File: src/rtl/window3x3_ctrl.sv
// window3x3_ctrl: sequences column triples into the 3x3 sliding-window shift
// register, tracks the window centre position and holds each complete window
// until downstream has consumed it.
//
// Handshakes (both sides use the same valid/ready rule):
//   A transfer happens on a rising edge where valid && ready are both high.
//   A producer raising valid keeps it high and its payload stable until the
//   transfer. ready may depend combinationally on the other side's state.
//   Column side: col_valid/col_ready; transfer is shift_en.
//   Window side: win_valid/win_ready; payload is win_x, win_y, line_end.
module window3x3_ctrl #(
    parameter int IMG_WIDTH  = 640,
    parameter int IMG_HEIGHT = 480,
    parameter int COL_W      = $clog2(IMG_WIDTH),
    parameter int ROW_W      = $clog2(IMG_HEIGHT)
) (
    input  logic             clk,
    input  logic             rst_n,
    input  logic             start,
    input  logic             col_valid,
    output logic             col_ready,
    output logic             shift_en,
    output logic             win_valid,
    input  logic             win_ready,
    output logic [COL_W-1:0] win_x,
    output logic [ROW_W-1:0] win_y,
    output logic             line_end,
    output logic             busy,
    output logic             frame_done,
    output logic [1:0]       dbg_state
);

    typedef enum logic [1:0] {
        S_IDLE   = 2'd0,
        S_ACTIVE = 2'd1,
        S_DRAIN  = 2'd2,
        S_DONE   = 2'd3
    } state_t;

    localparam logic [COL_W-1:0] COL_LAST  = COL_W'(IMG_WIDTH - 1);
    localparam logic [COL_W-1:0] COL_FIRST = COL_W'(2);
    localparam logic [COL_W-1:0] COL_ONE   = COL_W'(1);
    localparam logic [ROW_W-1:0] ROW_LAST  = ROW_W'(IMG_HEIGHT - 2);
    localparam logic [ROW_W-1:0] ROW_INIT  = ROW_W'(1);
    localparam logic [ROW_W-1:0] ROW_ONE   = ROW_W'(1);

    state_t           state, state_nxt;
    logic [COL_W-1:0] col_cnt;
    // row_cnt is the centre row of the window the next full column completes
    logic [ROW_W-1:0] row_cnt;
    logic             accept;

    // state register
    always_ff @(posedge clk or negedge rst_n) begin
        if (!rst_n) state <= S_IDLE;
        else        state <= state_nxt;
    end

    // next-state logic, column-side ready and the end-of-frame pulse
    always_comb begin
        state_nxt  = state;
        col_ready  = 1'b0;
        frame_done = 1'b0;
        case (state)
            S_IDLE: begin
                if (start) state_nxt = S_ACTIVE;
            end
            S_ACTIVE: begin
                // a held window blocks the shift register so it is not overwritten
                col_ready = !win_valid || win_ready;
                if (col_valid && col_ready && col_cnt == COL_LAST && row_cnt == ROW_LAST)
                    state_nxt = S_DRAIN;
            end
            S_DRAIN: begin
                if (win_valid && win_ready) state_nxt = S_DONE;
            end
            S_DONE: begin
                frame_done = 1'b1;
                state_nxt  = S_IDLE;
            end
            default: state_nxt = S_IDLE;
        endcase
    end

    assign accept    = col_valid && col_ready;
    assign shift_en  = accept;
    assign busy      = (state != S_IDLE);
    assign dbg_state = state;

    // column / row position of the next column to be accepted
    always_ff @(posedge clk or negedge rst_n) begin
        if (!rst_n) begin
            col_cnt <= '0;
            row_cnt <= ROW_INIT;
        end else if (state == S_IDLE && start) begin
            col_cnt <= '0;
            row_cnt <= ROW_INIT;
        end else if (accept) begin
            if (col_cnt == COL_LAST) begin
                col_cnt <= '0;
                row_cnt <= row_cnt + ROW_ONE;
            end else begin
                col_cnt <= col_cnt + COL_ONE;
            end
        end else if (state == S_DONE) begin
            col_cnt <= '0;
            row_cnt <= ROW_INIT;
        end
    end

    // window descriptor: loaded from pre-increment counters on accept,
    // retired when consumed without a replacement column
    always_ff @(posedge clk or negedge rst_n) begin
        if (!rst_n) begin
            win_valid <= 1'b0;
            win_x     <= '0;
            win_y     <= '0;
            line_end  <= 1'b0;
        end else if (accept) begin
            // columns 0 and 1 only prime the register with the new line
            win_valid <= (col_cnt >= COL_FIRST);
            win_x     <= col_cnt - COL_ONE;
            win_y     <= row_cnt;
            line_end  <= (col_cnt == COL_LAST);
        end else if (win_valid && win_ready) begin
            win_valid <= 1'b0;
        end
    end

endmodule

File: config.mk
export PLATFORM = sky130hd
export DESIGN_NAME = window3x3_ctrl
export DESIGN_NICKNAME = d
export VERILOG_FILES = /design/src/rtl/window3x3_ctrl.sv
export SDC_FILE = /design/constraint.sdc
export NUM_CORES = 1
export LEC_CHECK = 0
export ABC_AREA = 1
export CORE_ASPECT_RATIO = 0.5
export CORE_MARGIN = 2
export CORE_UTILIZATION = 45
export CTS_BUF_LIST = sky130_fd_sc_hd__clkbuf_4 sky130_fd_sc_hd__clkbuf_8
export DETAILED_ROUTE_END_ITERATION = 16
export PLACE_DENSITY = 0.69
export SLEW_MARGIN = 5
export SYNTH_ARGS = -nofsm -noshare
export SYNTH_HDL_FRONTEND = slang
export SYNTH_SLANG_ARGS = --single-unit
File: constraint.sdc
create_clock -name clk -period 1.7 [get_ports clk]
set_clock_uncertainty 0.2 [all_clocks]
set_input_delay 0.17 -clock clk [delete_from_list [all_inputs] [get_ports clk]]
set_output_delay 0.17 -clock clk [all_outputs]
set_load 0.05 [all_outputs]
==> summary.txt <==
CTS
  – Clock Sinks: 42
  – CTS H-tree depth: 2
  – CTS tree: built
  – CTS max path bufs: 2
  – TritonCTS buffer count: 5
  – Clk slew on worst S/H paths: 0.08 ns
  – Clk Latency, worst-skew pair: 0.30 ns
  – Clk root buf: clkbuf_8

Logic synthesis
  – Mapped Area: ~2300 µm²
  – Synth Net Count: 312
  – Top cells by count, synth: nand2_1, dfrtp_1, inv_1
  – Top cell type by total area after synthesis: dfrtp_1
  – Synth area leaders: dfrtp_1, nand2_1, ha_1
  – FFs w/ async S/R, synth: 1.00
  – Synth Instances: 297
  – Distinct cells, synth: 30
  – Post-synth EDFFs: 0
  – Top cell type's share of synthesized area: 0.441
  – Synth warn: 0
  – Register bit total from synthesis: 42
  – Count leader, synth: nand2_1
  – Register area share after synthesis: 0.452
  – Mapped Avg Cell Area: around 7.8 µm²
  – Main synth FF type: dfrtp_1

Worst setup path
  – Worst setup SP type: flop
  – Crit-path max cell delay: 0.42 ns
  – Worst EP arrival: 1.41 ns
  – Slowest library cell on the worst path: dfrtp_2
  – RR Startpoint: dbg_state[0]
  – Worst path bufs/invs: 4
  – Most frequent CP cell: buf_12
  – Critical path type: reg2out
  – Worst reg2reg endpoint: row_cnt[3]
  – Worst R2R Path Depth: 11
  – Crit. End Element: output port
  – Max FO, Critical Path: 5
  – Critical path's top delay family: flip-flops
  – Cell chain of the critical path: inv_4 -> ha_4 -> nand3_4 -> buf_12 -> inv_12 -> buf_12
  – CP required: 1.33 ns
  – R2R Setup Slk: -0.06 ns

Global route
  – Antenna violations before repair: 0
  – Global-route usage over all layers: 0.216
  – Total gr overflow: 0
  – First-pass GRT wire length: 9.53 mm
  – Vias in the first global route: 2054
  – Largest net degree at the start of global routing: 22

Drt
  – Vias/cell: approximately 5.0
  – Avg WL per Cell: 13.6 µm
  – Initial DRT Pass Iterations: 4
  – Post-DRT Antenna Nets: 0
  – Via count: 2209
  – Residual DRC: 0
  – Iter 0 DRT Violations: roughly 140
  – Total Wirelength: 6.04 mm

Power
  – Max IR drop VDD: 1.31 mV
  – Power Density: 1730 nW/µm²
  – Pleak: approximately 1.7 nW

Timing
  – Final setup TNS: -0.326 ns
  – Slew @ Worst Pin: 0.409 ns
  – Fin crit period: 1.78 ns
  – Normalized max-slew margin: 0.728
  – RSZ-0062 raised after global routing: yes
  – Setup violations, final: 10
  – Period utilization: 1.05
  – FMAX: 0.561 GHz
  – Hold Fails Final Rpt: 0
  – Pins over their slew limit: 0
  – Setup WS post-layout: -0.0835 ns
  – Hold_ws: ~0.13 ns

Floorplan
  – Die X-Extent: 106 µm
  – Die area: approximately 5800 µm²
  – Initial Util: 0.470
  – Core outline area: 4950 µm²
  – Die Y-Extent: 54.9 µm
  – I/O pin cnt: 32
  – Row cnt: 18

Final layout
  – Nets: 389
  – Fillers: 368
  – FF+latch area: between 1000 and 1500 µm²
  – Finished Layout Cells: 445
  – Multi-input gate area: 1280 µm²
  – Area grow syn2layout: 47.3%
  – Diodes inserted: 0
  – Share of cells above drive strength 1: 0.349

Placed design
  – # port buffers: 31
  – Routability congestion estimate: 0.883
  – Placed Instances: 426
  – Post-DP HPWL: 4.26 mm
  – Pre-CTS setup slack: -0.229 ns

Run
  – Maxcap violations: 0

Outcome
  – Failing checks: setup timing
  – Status: complete, but fails checks

Hold path
  – Worst Hold Class: in2async
through the flow:
stage | util | area [µm²] | total power [mW]
floorplan | - | 2420 | 3.47
global placement | 0.614 | 3040 | 4.65
detailed placement | 0.614 | 3040 | 4.71
CTS | 0.675 | 3340 | 5.75
global route | 0.692 | 3430 | 6.27
finish | 0.692 | 3430 | 5.94
worst max-delay path by stage:
stage	startpoint	end	slack (ns)	cells past startpoint
floorplan	dbg_state[0]	row_cnt[3]	-0.18	11
global placement	win_ready	row_cnt[0]	-0.18	9
detailed placement	win_ready	row_cnt[0]	-0.23	9
CTS	dbg_state[1]	shift_en	-0.07	6
global route	dbg_state[1]	shift_en	-0.13	6
finish	dbg_state[1]	shift_en	-0.08	6
layout make-up:
type                       instances  area share
multi-input combinational        212       0.372
sequential                        42       0.308
timing repair buffer              79       0.223
inverter                          34      0.0441
clock buffer                       7      0.0263
tap                               70      0.0255
clock inverter                     1     0.00146
state kept, by name, indices dropped and copies added (netlist names):
| name | count |
|---|---|
| col_cnt | 10 |
| dbg_state | 2 |
| line_end | 1 |
| row_cnt | 9 |
| win_valid | 1 |
| win_x | 10 |
| win_y | 9 |
layout by cell type (no fill, tap or decap), types with 2 or more instances in the layout:
master and instances:
clkdlybuf4s50_1 3, nor2_4 5, buf_4 57, buf_12 9
nor3_1 3, nand4_1 7, inv_4 3, nand2_2 7
ha_1 6, nor3_2 4, a21oi_1 3, o21ai_0 16
nor2_1 19, nand3_2 3, dfrtp_2 3, buf_6 7
nand2_1 81, clkbuf_8 6, o21ai_2 2, nand3_1 19
xnor2_1 2, a2bb2oi_1 2, inv_1 27, o21ai_1 10
nand2_4 5, inv_2 2, ha_4 3, a21oi_4 2
dfrtp_1 38, xor2_1 6
power breakdown:
| part | switching [mW] | leakage (nW) | internal [mW] |
|---|---|---|---|
| clock network | 0.346 | 0.0517 | 0.344 |
| registers | 0.187 | 0.549 | 1.24 |
| logic | 2.21 | 1.09 | 1.61 |
logic make-up (layout without fill, tap and decap cells):
kind of cell             Yosys count  count (layout)  share of synthesized area
adder cells (fa/ha/maj)           10              10                     0.0537
flip-flops                        42              42                      0.452
buffers and inverters             43             121                     0.0817
AND/OR/NAND/NOR                  158             158                      0.298
AO/OA/AOI/OAI                     36              36                     0.0849
XOR/XNOR                           8               8                     0.0301
layer usage:
metal / track usage / routed length (µm) / vias to the layer above
met2: 0.369 / 2870 / 62
met3: 0.0464 / 315 / 11
li1: - / - / 1105
met1: 0.279 / 2750 / 1031
met4: 0.0811 / 107 / 0
met5: 0 / 0 / -
what timing repair did:
item                       CTS  global route
cloned                       1             0
gates resized for setup     26            27
hold endpoints to repair    41             0
hold buffers                 1             0
buffers inserted             8             1
setup endpoints to repair   24            27
pin swaps                    0             4
(Power assumes the default switching activity.)
